===== config.mk =====
export PLATFORM = sky130hd
export DESIGN_NAME = vga_timing_gen
export DESIGN_NICKNAME = d
export VERILOG_FILES = /design/src/rtl/vga_timing_pkg.sv /design/src/rtl/vga_axis_counter.sv /design/src/rtl/vga_timing_gen.sv
export SDC_FILE = /design/constraint.sdc
export NUM_CORES = 1
export LEC_CHECK = 0
export CAP_MARGIN = 20
export CORE_MARGIN = 5
export CORE_UTILIZATION = 54
export CTS_CLUSTER_SIZE = 24
export DETAILED_ROUTE_END_ITERATION = 10
export PLACE_DENSITY_LB_ADDON = 0.3
export SLEW_MARGIN = 10
export SYNTH_ARGS = -nofsm -noshare
export SYNTH_HDL_FRONTEND = slang
export SYNTH_SLANG_ARGS = --single-unit

===== constraint.sdc =====
create_clock -name iCLK -period 6.4 [get_ports iCLK]
set_input_delay 0.96 -clock iCLK [delete_from_list [all_inputs] [get_ports iCLK]]
set_output_delay 0.96 -clock iCLK [all_outputs]
set_load 0.005 [all_outputs]

===== src/rtl/vga_timing_pkg.sv =====
// rtl/vga_timing_pkg.sv - shared VGA mode constants, display control bundle and sizing helpers
package vga_timing_pkg;

    localparam int VGA640_H_FRONT   = 16;
    localparam int VGA640_H_SYNC    = 96;
    localparam int VGA640_H_BACK    = 48;
    localparam int VGA640_H_ACT     = 640;
    localparam int VGA640_V_FRONT   = 10;
    localparam int VGA640_V_SYNC    = 2;
    localparam int VGA640_V_BACK    = 33;
    localparam int VGA640_V_ACT     = 480;
    localparam int VGA640_PIXEL_KHZ = 25175;

    localparam int VGA800_H_FRONT   = 40;
    localparam int VGA800_H_SYNC    = 128;
    localparam int VGA800_H_BACK    = 88;
    localparam int VGA800_H_ACT     = 800;
    localparam int VGA800_V_FRONT   = 1;
    localparam int VGA800_V_SYNC    = 4;
    localparam int VGA800_V_BACK    = 23;
    localparam int VGA800_V_ACT     = 600;
    localparam int VGA800_PIXEL_KHZ = 40000;

    // Raw region flags travelling down the fetch-latency pipeline.
    typedef struct packed {
        logic hs;
        logic vs;
        logic act;
    } disp_ctl_t;

    function automatic int axis_blank(input int front, input int sync, input int back);
        return front + sync + back;
    endfunction

    function automatic int axis_total(input int front, input int sync, input int back,
                                      input int act);
        return front + sync + back + act;
    endfunction

    // Bits needed to hold 0..value-1, never less than one.
    function automatic int clog2_f(input int value);
        int r;
        r = 0;
        for (int i = 0; i < 31; i++) begin
            if ((1 << i) < value) r = i + 1;
        end
        return (r < 1) ? 1 : r;
    endfunction

endpackage


===== src/rtl/vga_axis_counter.sv =====
// rtl/vga_axis_counter.sv - one timing axis: front/sync/back/active counter with region flags
module vga_axis_counter
    import vga_timing_pkg::*;
#(
    parameter int FRONT = 16,
    parameter int SYNC  = 96,
    parameter int BACK  = 48,
    parameter int ACT   = 640,
    parameter int CNT_W = clog2_f(axis_total(FRONT, SYNC, BACK, ACT))
) (
    input  logic             iCLK,
    input  logic             iRST_N,
    input  logic             iClr,
    input  logic             iAdv,
    output logic [CNT_W-1:0] count,
    output logic             wrap,
    output logic             in_sync,
    output logic             in_act
);

    localparam int TOTAL = axis_total(FRONT, SYNC, BACK, ACT);
    localparam int BLANK = axis_blank(FRONT, SYNC, BACK);

    logic [CNT_W-1:0] r_count;
    logic             w_last;

    assign w_last = (r_count == CNT_W'(TOTAL - 1));

    always_ff @(posedge iCLK or negedge iRST_N) begin
        if (!iRST_N) begin
            r_count <= '0;
        end else if (iClr) begin
            r_count <= '0;
        end else if (iAdv) begin
            r_count <= w_last ? '0 : r_count + 1'b1;
        end
    end

    assign count   = r_count;
    assign wrap    = w_last;
    assign in_sync = (r_count >= CNT_W'(FRONT)) && (r_count < CNT_W'(FRONT + SYNC));
    assign in_act  = (r_count >= CNT_W'(BLANK));

endmodule


===== src/rtl/vga_timing_gen.sv =====
// rtl/vga_timing_gen.sv - parametrised VGA timing, pixel fetch and latency-aligned DAC outputs
module vga_timing_gen
    import vga_timing_pkg::*;
#(
    parameter int H_FRONT   = VGA640_H_FRONT,
    parameter int H_SYNC    = VGA640_H_SYNC,
    parameter int H_BACK    = VGA640_H_BACK,
    parameter int H_ACT     = VGA640_H_ACT,
    parameter int V_FRONT   = VGA640_V_FRONT,
    parameter int V_SYNC    = VGA640_V_SYNC,
    parameter int V_BACK    = VGA640_V_BACK,
    parameter int V_ACT     = VGA640_V_ACT,
    parameter int COLOR_W   = 4,
    parameter int FETCH_LAT = 2,
    parameter bit HS_POL    = 1'b0,
    parameter bit VS_POL    = 1'b0,
    parameter int ADDR_W    = 22,
    parameter int COORD_W   = 11
) (
    input  logic               iCLK,
    input  logic               iRST_N,
    input  logic               iEnable,
    input  logic [COLOR_W-1:0] iRed,
    input  logic [COLOR_W-1:0] iGreen,
    input  logic [COLOR_W-1:0] iBlue,
    output logic               oRequest,
    output logic [ADDR_W-1:0]  oAddress,
    output logic [COORD_W-1:0] oCurrent_X,
    output logic [COORD_W-1:0] oCurrent_Y,
    output logic               oFrameStart,
    output logic               oLineStart,
    output logic [COLOR_W-1:0] oVGA_R,
    output logic [COLOR_W-1:0] oVGA_G,
    output logic [COLOR_W-1:0] oVGA_B,
    output logic               oVGA_HS,
    output logic               oVGA_VS,
    output logic               oVGA_BLANK,
    output logic               oVGA_CLOCK
);

    localparam int H_TOTAL = axis_total(H_FRONT, H_SYNC, H_BACK, H_ACT);
    localparam int V_TOTAL = axis_total(V_FRONT, V_SYNC, V_BACK, V_ACT);
    localparam int H_BLANK = axis_blank(H_FRONT, H_SYNC, H_BACK);
    localparam int V_BLANK = axis_blank(V_FRONT, V_SYNC, V_BACK);
    localparam int H_CW    = clog2_f(H_TOTAL);
    localparam int V_CW    = clog2_f(V_TOTAL);
    localparam int D       = FETCH_LAT + 1;

    if (64'(H_ACT) * 64'(V_ACT) > (64'd1 << ADDR_W)) begin : g_addr_chk
        $error("vga_timing_gen: H_ACT*V_ACT does not fit in ADDR_W bits");
    end
    if (ADDR_W > 32) begin : g_addr_w_chk
        $error("vga_timing_gen: ADDR_W above 32 is not supported");
    end
    if (FETCH_LAT < 0 || FETCH_LAT > 15) begin : g_lat_chk
        $error("vga_timing_gen: FETCH_LAT must be 0..15");
    end

    logic [H_CW-1:0]    w_h;
    logic [V_CW-1:0]    w_v;
    logic               w_h_wrap, w_v_wrap;
    logic               w_h_sync, w_v_sync;
    logic               w_h_act, w_v_act;
    logic               w_clr;
    logic               w_fetch_act;
    logic [COORD_W-1:0] w_x, w_y;
    disp_ctl_t          w_raw;

    assign w_clr = ~iEnable;

    vga_axis_counter #(
        .FRONT (H_FRONT),
        .SYNC  (H_SYNC),
        .BACK  (H_BACK),
        .ACT   (H_ACT),
        .CNT_W (H_CW)
    ) u_h_cnt (
        .iCLK    (iCLK),
        .iRST_N  (iRST_N),
        .iClr    (w_clr),
        .iAdv    (1'b1),
        .count   (w_h),
        .wrap    (w_h_wrap),
        .in_sync (w_h_sync),
        .in_act  (w_h_act)
    );

    // Lines advance on the last pixel of a line, never on a sync edge.
    vga_axis_counter #(
        .FRONT (V_FRONT),
        .SYNC  (V_SYNC),
        .BACK  (V_BACK),
        .ACT   (V_ACT),
        .CNT_W (V_CW)
    ) u_v_cnt (
        .iCLK    (iCLK),
        .iRST_N  (iRST_N),
        .iClr    (w_clr),
        .iAdv    (w_h_wrap),
        .count   (w_v),
        .wrap    (w_v_wrap),
        .in_sync (w_v_sync),
        .in_act  (w_v_act)
    );

    assign w_raw = '{hs: w_h_sync, vs: w_v_sync, act: w_h_act & w_v_act};

    // Tracks "counters sit at (0,0)" without a wide compare on both axes.
    logic r_origin;
    always_ff @(posedge iCLK or negedge iRST_N) begin
        if (!iRST_N) begin
            r_origin <= 1'b1;
        end else if (w_clr) begin
            r_origin <= 1'b1;
        end else begin
            r_origin <= w_h_wrap & w_v_wrap;
        end
    end

    assign oFrameStart = r_origin & iEnable & iRST_N;
    assign oLineStart  = (w_h == H_CW'(H_BLANK)) & w_v_act;
    assign oRequest    = w_raw.act;

    assign w_x = w_raw.act ? COORD_W'(w_h - H_CW'(H_BLANK)) : '0;
    assign w_y = w_raw.act ? COORD_W'(w_v - V_CW'(V_BLANK)) : '0;

    assign oCurrent_X = w_x;
    assign oCurrent_Y = w_y;
    assign oAddress   = ADDR_W'(32'(w_y) * 32'(H_ACT) + 32'(w_x));

    disp_ctl_t r_pipe [D];

    always_ff @(posedge iCLK or negedge iRST_N) begin
        if (!iRST_N) begin
            for (int i = 0; i < D; i++) r_pipe[i] <= '0;
        end else if (w_clr) begin
            for (int i = 0; i < D; i++) r_pipe[i] <= '0;
        end else begin
            r_pipe[0] <= w_raw;
            for (int i = 1; i < D; i++) r_pipe[i] <= r_pipe[i-1];
        end
    end

    // Colour is sampled when the requesting cycle's flag has aged FETCH_LAT stages.
    if (FETCH_LAT == 0) begin : g_lat0
        assign w_fetch_act = w_raw.act;
    end else begin : g_latn
        assign w_fetch_act = r_pipe[FETCH_LAT-1].act;
    end

    logic [COLOR_W-1:0] r_red, r_green, r_blue;

    always_ff @(posedge iCLK or negedge iRST_N) begin
        if (!iRST_N) begin
            r_red   <= '0;
            r_green <= '0;
            r_blue  <= '0;
        end else if (w_clr || !w_fetch_act) begin
            r_red   <= '0;
            r_green <= '0;
            r_blue  <= '0;
        end else begin
            r_red   <= iRed;
            r_green <= iGreen;
            r_blue  <= iBlue;
        end
    end

    assign oVGA_R     = r_red;
    assign oVGA_G     = r_green;
    assign oVGA_B     = r_blue;
    assign oVGA_HS    = r_pipe[D-1].hs ? HS_POL : ~HS_POL;
    assign oVGA_VS    = r_pipe[D-1].vs ? VS_POL : ~VS_POL;
    assign oVGA_BLANK = r_pipe[D-1].act;
    assign oVGA_CLOCK = ~iCLK;

endmodule


; Word-level counts from Yosys, hierarchy flattened
; Cells that the tools add are included.
[word_totals]
romBits = 0
wordCells = 56
in_bits = 15
mem_count = 0
output_inout_bits = 63
reg_bits = 42
ram_bits = 0
latch_bits = 0
[op_classes]
magnitude_cmp = 6
n_mul = 1
add_sub_neg = 5
n_bitwise = 7
shift = 0
eq_ne = 4
reduce_logical = 4
mux = 14
div_mod_pow = 0
[op_table]
columns = cell, n
row1 = $mux W10, 5
row2 = $add A21 B11 Y22, 1
row3 = $mux W11, 2
row4 = $add A10 B1 Y10 const B, 2
row5 = $eq A10 B10 Y1 const B, 2
row6 = $mul A11 B3 Y14 const B, 1
row7 = $mux W4, 3
row8 = $sub A10 B6 Y11 const B, 1
row9 = $sub A10 B8 Y11 const B, 1
row10 = $eq A10 B8 Y1 const B, 1
row11 = $ge A10 B4 Y1 const B, 1
row12 = $ge A10 B5 Y1 const B, 1
row13 = $ge A10 B6 Y1 const B, 1
row14 = $ge A10 B8 Y1 const B, 1
row15 = $lt A10 B4 Y1 const B, 1
row16 = $lt A10 B7 Y1 const B, 1
row17 = $mux W9, 1
row18 = $and A1 B1 Y1, 5
row19 = $mux W1, 3
row20 = $logic_and A1 B1 Y1, 2
row21 = $ne A2 B1 Y1 const B, 1
row22 = $not A1 Y1, 2
row23 = $logic_not A1 Y1, 1
row24 = $logic_or A1 B1 Y1, 1

; Depth between registers and ports, before layout
; Gate-level depths: netlist (run 1).
[depth]
depth_word = 5
depth_mapped = 19
depth_no_buf = 17

; Hierarchy
; Synthesis (run 1) repeated with hierarchy kept, for this count alone.
[unflattened]
hier_cells = 381
area_unflattened_um2 = 3488.3
[by_module_without_submodules]
columns = module, cells_each, area_each_um2, seq_area_each_um2, instances
row1 = vga_timing_gen, 239, 2134.5, 551.8, 1
row2 = vga_axis_counter at u_v_cnt, 75, 706.9, 250.2, 1
row3 = vga_axis_counter at u_h_cnt, 67, 646.9, 250.2, 1

==> metrics.yaml, run 1 <==
wl_um: 7280
synth_ff_type: "dfrtp_1"
arrival_ns: 4.93
synth-adder-area-share: 0.122
tns_ns: 0
whs_path_depth: 1
die_w_um: 87.0
synth-seq-cells: 42
clkPwrFrac: 0.419
p_sw_frac: 0.250
async_flop_share: 1.00
synth_top_area_frac: 0.320
cts_buffer_depth: 2
hold_buffers: 0
slew_headroom: 0.376
antenna_found_initial: 0
post-synth-top-area-cell: "dfrtp_1"
required_ns: 5.44
cts_buffers: 5
grt_usage: 0.203
rr_worst_depth: 7
skew_ns: 0.00838
synth_xor_area_frac: 0.0984
synth_nets: 412
startpoint_type: "flop"
tritoncts: "done"
path_class: "reg -> out"
grt_overflow: 0
crit_fanout: 20
grt_max_degree: 44
drtIter0Drc: 179
yosysWarnings: 0
routed_via_density: 5.45
antenna_cells: 0
first_pass_iters: 4
syn_area_per_cell_um2: 8.73
synth_edf_count: 0
start_util: 0.548
grt_pass1_vias: 2679
vias: 2711
hold_class: "reg -> reg"
p_total_mw: 0.528
pwr-share-comb: 0.065
p_int_mw: 0.396
nNetsFinal: 466
synthCells: 367
synthTopCellsByArea: "dfrtp_1, ha_1, xnor2_1"
die_h_um: 87.0
vdd_ir_drop_max_mv: 0.0993
grt_pass1_wl_um: 12500
synth_top_family_by_area: "simple AND/OR/NAND/NOR gates"
row_count: 28
p_sw_mw: 0.132
cts_root_buf: "clkbuf_8"
syn-cell-area_um2: 3210
p_leak_nw: 1.93
place.gp.congestion: 0.926
syn_to_final_growth_pct: 24.6
ant_nets: 0
report.final.setup_viol: 0
p_seq_frac: 0.516
fillCellCount: 457
min_from: "r_pipe[4]"
yosys.area_share.simple: 0.262
end_kind: "primary output"
r2r_start: "u_h_cnt.count[0]"
synth-seq-area-share: 0.328
dpl_cell_area_um2: 3890
final_area_um2: 4000
die_area_um2: 7580
slew_violations: 0
numPortBuffers: 76
drive_gt1_frac: 0.0521
tightest_slew_ns: 0.936
final_hold_viol_count: 0
io_pins: 78
drc: 0
wl_per_cell_um: 14.6
p_per_area_nw_per_um2: 132
synthTopCellsByCount: "dfrtp_1, nor2_1, ha_1"
max-cap-violations: 0
path_clk_slew_ns: 0.09
yosys.cell_types.count: 50
outcome: "completed"
dpl.hpwl_um: 5450
post-synth-top-count-cell: "dfrtp_1"
muxShareOfSynthArea: 0.00312
clk_latency_ns: 0.30
rsz0062_at_grt: "false"
postCtsSetupBuffers: 0
core_um2: 5850
cts.repair.resized: 0
post-route-min-period_ns: 5.89
crit_start: "u_h_cnt.count[6]"
timing.final.crit_share: 0.920
timing.fmax_mhz: 170
synth_compound_area_frac: 0.109
cts_max_level: 2
-- logic make-up after synthesis --
kind of cell	after synthesis
and+or+nand+nor	152
AOI/OAI and AO/OA	55
buffers and inverters	50
DFF	42
xor gates and xnor gates	36
adders and majority gates	30
other	1
muxes	1
-- cells in the final DEF (no fill, tap or decap), types with 5 or more instances in the layout --
cell,count
clkdlybuf4s50_1,75
dfrtp_1,41
nor2_1,35
ha_1,28
nand2_1,26
inv_1,20
and3_1,19
xor2_1,18
xnor2_1,18
and2_1,16
o21ai_0,16
nand3_1,13
o21ai_1,11
nor3_1,9
nor2b_1,8
a21oi_1,7
nand4_1,6
o31ai_1,5
clkbuf_8,5
-- power groups by stage --
stage                     Clock [mW]  Combinational [mW]  Sequential (mW)
after floorplan              0.00358              0.0187            0.275
after global placement        0.0153              0.0333            0.277
after detailed placement      0.0153              0.0339            0.277
after CTS                      0.227              0.0344            0.272
after global routing           0.237              0.0387            0.273
final                          0.221              0.0341            0.272
-- worst max-delay path, stage by stage (launching register included) --
cell	delay [ns]
dfrtp_1	0.48
inv_1	0.13
ha_1	0.17
nor2b_1	0.07
nor3_1	0.26
a32o_2	0.52
inv_2	0.14
nand2_1	0.14
inv_1	0.08
ha_1	0.30
ha_1	0.23
fa_1	0.41
a21oi_1	0.20
o21bai_1	0.10
xor2_1	0.26
and4_2	0.29
nand3_1	0.11
o31ai_1	0.21
clkdlybuf4s50_1	0.53
-- path summary, 6_finish.rpt --
check,to,slack (ns)
setup / recovery,oAddress[20],0.51
max in group asynchronous,u_v_cnt.count[8],5.03
hold / removal,r_pipe[1],0.46
min in group asynchronous,oVGA_B[3],0.79
hold reg to reg,r_pipe[1],0.46
setup reg to reg,u_v_cnt.count[9],4.26
-- cell type report --
type | count | area [µm²] | share of cell area
Clock inverter | 3 | 18.8 | 0.00470
Timing Repair Buffer | 75 | 746 | 0.187
Multi-Input combinational cell | 275 | 1910 | 0.477
Clock buffer | 7 | 104 | 0.0260
Tap cell | 75 | 93.8 | 0.0235
Sequential cell | 42 | 1050 | 0.263
Inverter | 20 | 75.1 | 0.0188
-- per-layer routing --
layer / vias up / global-route usage / part of all wire
met2: 80 / 0.329 / 0.46
met5: - / 0 / 0
met1: 1284 / 0.283 / 0.47
met3: 8 / 0.0303 / 0.055
met4: 0 / 0.0538 / 0.012
li1: 1339 / - / -
-- state kept, by name, indices dropped and copies added, names as in the netlist --
name and count:
oVGA_B 4, w_fetch_act 1, oVGA_BLANK 1, r_origin 1
u_v_cnt.count 10, r_pipe 7, u_h_cnt.count 10, oVGA_G 4
oVGA_R 4
-- stage by stage --
step                hold WS, ns  cells  worst slack (ns)   util
global placement          0.436    489             0.949  0.664
floorplan                 0.434    367              1.75      -
finish                    0.462    497             0.512  0.683
global route              0.476    497            0.0839  0.683
detailed placement        0.440    489             0.841  0.664
CTS                       0.461    497             0.489  0.683
No activity file was read; power rests on OpenSTA's default activity.
==> run 2, diff against run 1 <==
--- a/config.mk
+++ b/config.mk
@@ -7,7 +7,7 @@
 export LEC_CHECK = 0
 export CAP_MARGIN = 20
 export CORE_MARGIN = 5
-export CORE_UTILIZATION = 54
+export CORE_UTILIZATION = 50
 export CTS_CLUSTER_SIZE = 24
 export DETAILED_ROUTE_END_ITERATION = 10
 export PLACE_DENSITY_LB_ADDON = 0.3
==> metrics.yaml, run 2 (synthesized netlist as in run 1, its figures left out) <==
grt_pass1_vias: 2706  # was 2679
die_h_um: 90.1  # was 87.0 µm
layout_common_cells: "clkdlybuf4s50_1, dfrtp_1, nor2_1"  # unchanged
cts_buffer_depth: 2  # unchanged
dr_wl_met3_um: 458  # was 399 µm
r2r_slack_ns: 4.23  # was 4.26 ns
met2_length_um: 3330  # was 3350 µm
max-cap-violations: 0  # unchanged
rsz0062_at_grt: "false"  # unchanged
wl_per_cell_um: 14.5  # was 14.6 µm
rr_worst_depth: 6  # was 7
slew_violations: 0  # unchanged
vias: 2681  # was 2711
final_hold_viol_count: 0  # unchanged
startpoint_type: "flop"  # unchanged
grt_pass1_wl_um: 12700  # was 12500 µm
p_leak_nw: 1.94  # was 1.93 nW
postCtsSetupBuffers: 0  # unchanged
crit_start: "u_h_cnt.count[5]"  # was u_h_cnt.count[6]
top_layer_used: "met4"  # unchanged
grt_usage: 0.182  # was 0.203
timing.rr.end: "u_v_cnt.count[6]"  # was u_v_cnt.count[9]
cts_max_level: 2  # unchanged
slew_headroom: 0.388  # was 0.376
numPortBuffers: 76  # unchanged
timing.final.crit_share: 0.915  # was 0.920
drc: 0  # unchanged
p_per_area_nw_per_um2: 129  # was 132 nW/µm²
core_um2: 6280  # was 5850 µm²
drtIter0Drc: 201  # was 179
fillCellCount: 545  # was 457
path_class: "reg -> out"  # unchanged
start_util: 0.511  # was 0.548
p_total_mw: 0.517  # was 0.528 mW
first_pass_iters: 4  # unchanged
routed_via_density: 5.36  # was 5.45
grt_max_degree: 44  # unchanged
met1_length_um: 3310  # was 3440 µm
die_w_um: 90.1  # was 87.0 µm
clk_latency_ns: 0.30  # about the same
outcome: "completed"  # unchanged
place.gp.congestion: 0.940  # was 0.926
syn_to_final_growth_pct: 24.9  # was 24.6%
skew_ns: 0.0134  # was 0.00838 ns
timing.fmax_mhz: 171  # was 170 MHz
tritoncts: "done"  # unchanged
die_area_um2: 8110  # was 7580 µm²
row_count: 29  # was 28
end_kind: "primary output"  # unchanged
crit_fanout: 20  # unchanged
arrival_ns: 4.89  # was 4.93 ns
dpl.hpwl_um: 5630  # was 5450 µm
ant_nets: 0  # unchanged
cts.repair.resized: 0  # unchanged
r2r_start: "u_v_cnt.count[6]"  # was u_h_cnt.count[0]
report.final.setup_viol: 0  # unchanged
antenna_found_initial: 0  # unchanged
drive_gt1_frac: 0.0544  # was 0.0521
layout_commonest_cell: "clkdlybuf4s50_1"  # unchanged
path_clk_slew_ns: 0.09  # about the same
hold_class: "reg -> reg"  # unchanged
vdd_ir_drop_max_mv: 0.115  # was 0.0993 mV
required_ns: 5.44  # about the same
io_pins: 78  # unchanged
hold_buffers: 0  # unchanged
cts_buffers: 5  # unchanged
wl_um: 7250  # was 7280 µm
cts_root_buf: "clkbuf_8"  # unchanged
grt_overflow: 0  # unchanged
nNetsFinal: 467  # was 466
antenna_cells: 0  # unchanged
tightest_slew_ns: 0.918  # was 0.936 ns
worstSetupEndpoint: "oAddress[19]"  # was oAddress[20]
tns_ns: 0  # unchanged
post-route-min-period_ns: 5.85  # was 5.89 ns
-- run 2: cell types whose count changed in the layout (fill, tap and decap cells not counted), sizes merged --
cell / previous run / this run
buf: 1 / 2
clkinv: 0 / 2
inv: 23 / 21
-- run 2: power by group --
part,switching [mW],internal [mW]
Combinational,0.0191,0.0147
Sequential,0.00461,0.268
Clock,0.0984,0.112
Total,0.122,0.394
-- run 2: cell type report --
type / count / area, µm² / area share
multi-input cells: 275 / 1910 / 0.476
clock buffers: 7 / 104 / 0.0259
well taps: 77 / 96.3 / 0.0241
flip-flops and latches: 42 / 1050 / 0.263
clock inverters: 3 / 17.5 / 0.00437
inverters: 20 / 75.1 / 0.0188
repair buffers: 76 / 753 / 0.188
-- run 2: through the flow --
step                hold slack, ns  cells   util  cell area, µm²  setup slack, ns
finish                       0.459    500  0.638            4000            0.546
global route                 0.482    500  0.638            4000           0.0866
CTS                          0.465    500  0.638            4000            0.520
detailed placement           0.443    492  0.621            3900            0.847
global placement             0.436    492  0.621            3900            0.935
floorplan                    0.434    367      -            3210             1.75
-- run 2: worst min-delay path by stage --
stage / startpoint / cells after the start / end
after CTS: r_pipe[8] / 1 / r_pipe[5]
after global placement: r_pipe[8] / 1 / r_pipe[5]
final: r_pipe[8] / 1 / r_pipe[5]
after floorplan: r_pipe[4] / 1 / r_pipe[1]
after detailed placement: r_pipe[7] / 1 / r_pipe[4]
after global routing: r_pipe[4] / 1 / r_pipe[1]
-- run 2: critical path, stage by stage (launching register included) --
cell	delay [ns]
dfrtp_1	0.50
inv_1	0.10
ha_1	0.16
nor2b_1	0.07
nor3_1	0.23
a32o_2	0.50
inv_2	0.15
nand2_1	0.16
inv_1	0.09
ha_1	0.29
ha_1	0.24
fa_1	0.41
a21oi_1	0.19
nor2_1	0.08
o21ai_0	0.27
xor2_1	0.19
nor4b_2	0.31
xnor2_1	0.14
clkdlybuf4s50_1	0.52
-- run 2: routing by layer --
layer	vias up	track usage
met5	-	0
li1	1351	-
met4	0	0.0558
met1	1218	0.242
met3	16	0.0401
met2	96	0.296
==> run 3, diff against run 2 <==
--- a/config.mk
+++ b/config.mk
@@ -11,6 +11,7 @@
 export CTS_CLUSTER_SIZE = 24
 export DETAILED_ROUTE_END_ITERATION = 10
 export PLACE_DENSITY_LB_ADDON = 0.3
+export REMOVE_ABC_BUFFERS = 1
 export SLEW_MARGIN = 10
 export SYNTH_ARGS = -nofsm -noshare
 export SYNTH_HDL_FRONTEND = slang
==> metrics.yaml, run 3 (synthesized netlist as in run 1, its figures left out) <==
outcome: "completed"  # unchanged
die_w_um: 90.1  # unchanged
row_count: 29  # unchanged
layout_commonest_cell: "clkdlybuf4s50_1"  # unchanged
numPortBuffers: 76  # unchanged
cpMaxStageDelayCell: "dfrtp_1"  # was clkdlybuf4s50_1
clkPwrFrac: 0.408  # was 0.407
hold_ws_ns: 0.460  # was 0.459 ns
timing.final.crit_share: 0.913  # was 0.915
required_ns: 5.44  # about the same
slew_violations: 0  # unchanged
io_pins: 78  # unchanged
drive_gt1_frac: 0.0566  # was 0.0544
p_seq_frac: 0.525  # was 0.528
path_buf_inv: 4  # unchanged
path_class: "reg -> out"  # unchanged
timing.fmax_mhz: 171  # about the same
cts_buffer_depth: 2  # unchanged
tns_ns: 0  # unchanged
p_sw_frac: 0.238  # was 0.236
pwr-share-comb: 0.066  # was 0.065
syn_to_final_growth_pct: 25.4  # was 24.9%
p_int_mw: 0.395  # was 0.394 mW
cts_root_buf: "clkbuf_8"  # unchanged
cts_buffers: 5  # unchanged
wl_um: 7290  # was 7250 µm
hold_buffers: 0  # unchanged
p_leak_nw: 1.94  # about the same
grt_pass1_vias: 2771  # was 2706
p_total_mw: 0.518  # was 0.517 mW
startpoint_type: "flop"  # unchanged
core_um2: 6280  # unchanged
grt_pass1_wl_um: 12900  # was 12700 µm
slew_headroom: 0.440  # was 0.388
crit_fanout: 20  # unchanged
vdd_ir_drop_max_mv: 0.146  # was 0.115 mV
vias: 2698  # was 2681
tritoncts: "done"  # unchanged
dpl.hpwl_um: 5560  # was 5630 µm
arrival_ns: 4.89  # about the same
nNetsFinal: 468  # was 467
start_util: 0.511  # unchanged
max-cap-violations: 0  # unchanged
cpMostUsedCell: "ha_1"  # unchanged
ant_nets: 0  # unchanged
fillCellCount: 548  # was 545
end_kind: "primary output"  # unchanged
grt_overflow: 0  # unchanged
cp_top_family: "adder cells"  # unchanged
grt_max_degree: 44  # unchanged
first_pass_iters: 4  # unchanged
rsz0062_at_grt: "false"  # unchanged
routed_via_density: 5.39  # was 5.36
antenna_cells: 0  # unchanged
layout_common_cells: "clkdlybuf4s50_1, dfrtp_1, nor2_1"  # unchanged
grt_usage: 0.184  # was 0.182
die_h_um: 90.1  # unchanged
post-route-min-period_ns: 5.85  # about the same
antenna_found_initial: 0  # unchanged
hold_class: "reg -> reg"  # unchanged
r2r_slack_ns: 4.31  # was 4.23 ns
p_sw_mw: 0.123  # was 0.122 mW
path_clk_slew_ns: 0.09  # about the same
tightest_slew_ns: 0.834  # was 0.918 ns
postCtsSetupBuffers: 0  # unchanged
report.final.setup_viol: 0  # unchanged
skew_ns: 0.00828  # was 0.0134 ns
clk_latency_ns: 0.29  # was 0.30 ns
p_per_area_nw_per_um2: 129  # about the same
drtIter0Drc: 119  # was 201
cpPeakStageDelay_ns: 0.55  # was 0.52 ns
die_area_um2: 8110  # unchanged
cts_max_level: 2  # unchanged
crit_path_cell_trace: "inv_1 > ha_1 > nor2b_1 > nor3_1 > a32o_4 > inv_2 > nand2_1 > inv_1 > ha_1 > ha_1 > fa_1 > a21oi_1 > o21bai_1 > xor2_1 > and4_2 > nand3_1 > o31ai_1 > clkdlybuf4s50_1"  # was inv_1 > ha_1 > nor2b_1 > nor3_1 > a32o_2 > inv_2 > nand2_1 > inv_1 > ha_1 > ha_1 > fa_1 > a21oi_1 > nor2_1 > o21ai_0 > xor2_1 > nor4b_2 > xnor2_1 > clkdlybuf4s50_1
place.gp.congestion: 0.872  # was 0.940
final_hold_viol_count: 0  # unchanged
wl_per_cell_um: 14.5  # about the same
drc: 0  # unchanged
[run 3: changes by cell type in the layout (fill, tap and decap cells not counted)]
cell,previous run,this run
a32o_2,1,0
a32o_4,0,1
buf_4,1,2
[run 3: worst reg2reg max path, delay by kind of cell (launching register included)]
family	cells	cell delay [ns]
compound gates	3	0.96
simple gates	3	0.52
flops	1	0.49
[run 3: layout make-up]
cell class                 count  area, µm²  share of cell area
clock inverter                 3       17.5             0.00436
multi-input combinational    275       1920               0.476
sequential                    42       1050               0.262
inverter                      20       75.1              0.0187
tap                           77       96.3              0.0240
timing repair buffer          77        761               0.189
clock buffer                   7        104              0.0258
[run 3: stage by stage]
stage	util	cell area, µm²	instances	setup slack, ns
2_1_floorplan	-	3040	338	1.74
3_3_place_gp	0.622	3900	493	0.935
3_5_place_dp	0.622	3900	493	0.809
4_1_cts	0.639	4010	501	0.463
5_1_grt	0.641	4020	501	0.0977
6_report	0.641	4020	501	0.554
[run 3: worst paths after layout]
kind | endpoint | cells after the start | start
setup reg to reg | u_v_cnt.count[6] | 6 | u_v_cnt.count[6]
hold reg to reg | r_pipe[5] | 1 | r_pipe[8]
hold / removal | r_pipe[5] | 1 | r_pipe[8]
setup / recovery | oAddress[20] | 18 | u_h_cnt.count[5]
max in group asynchronous | r_origin | 2 | iRST_N
min in group asynchronous | r_pipe[2] | 2 | iRST_N
[run 3: power groups by stage]
stage / combinational (mW) / sequential (mW) / clock (mW)
floorplan: 0.0144 / 0.276 / 0.00358
global placement: 0.0340 / 0.277 / 0.0153
detailed placement: 0.0343 / 0.277 / 0.0153
CTS: 0.0348 / 0.272 / 0.219
global route: 0.0393 / 0.273 / 0.230
finish: 0.0344 / 0.272 / 0.211
[run 3: metal layers]
metal,share of wire,global-route usage,vias up,routed length [µm]
met4,0.020,0.0558,0,144
li1,-,-,1350,-
met1,0.47,0.249,1250,3460
met3,0.053,0.0334,12,388
met5,0,0,-,0
met2,0.45,0.297,86,3290
[run 3: what timing repair did]
action | in CTS | in global routing
endpoints found under the hold margin | 0 | 0
setup endpoints to repair | 0 | 1
resized for setup | 0 | 1
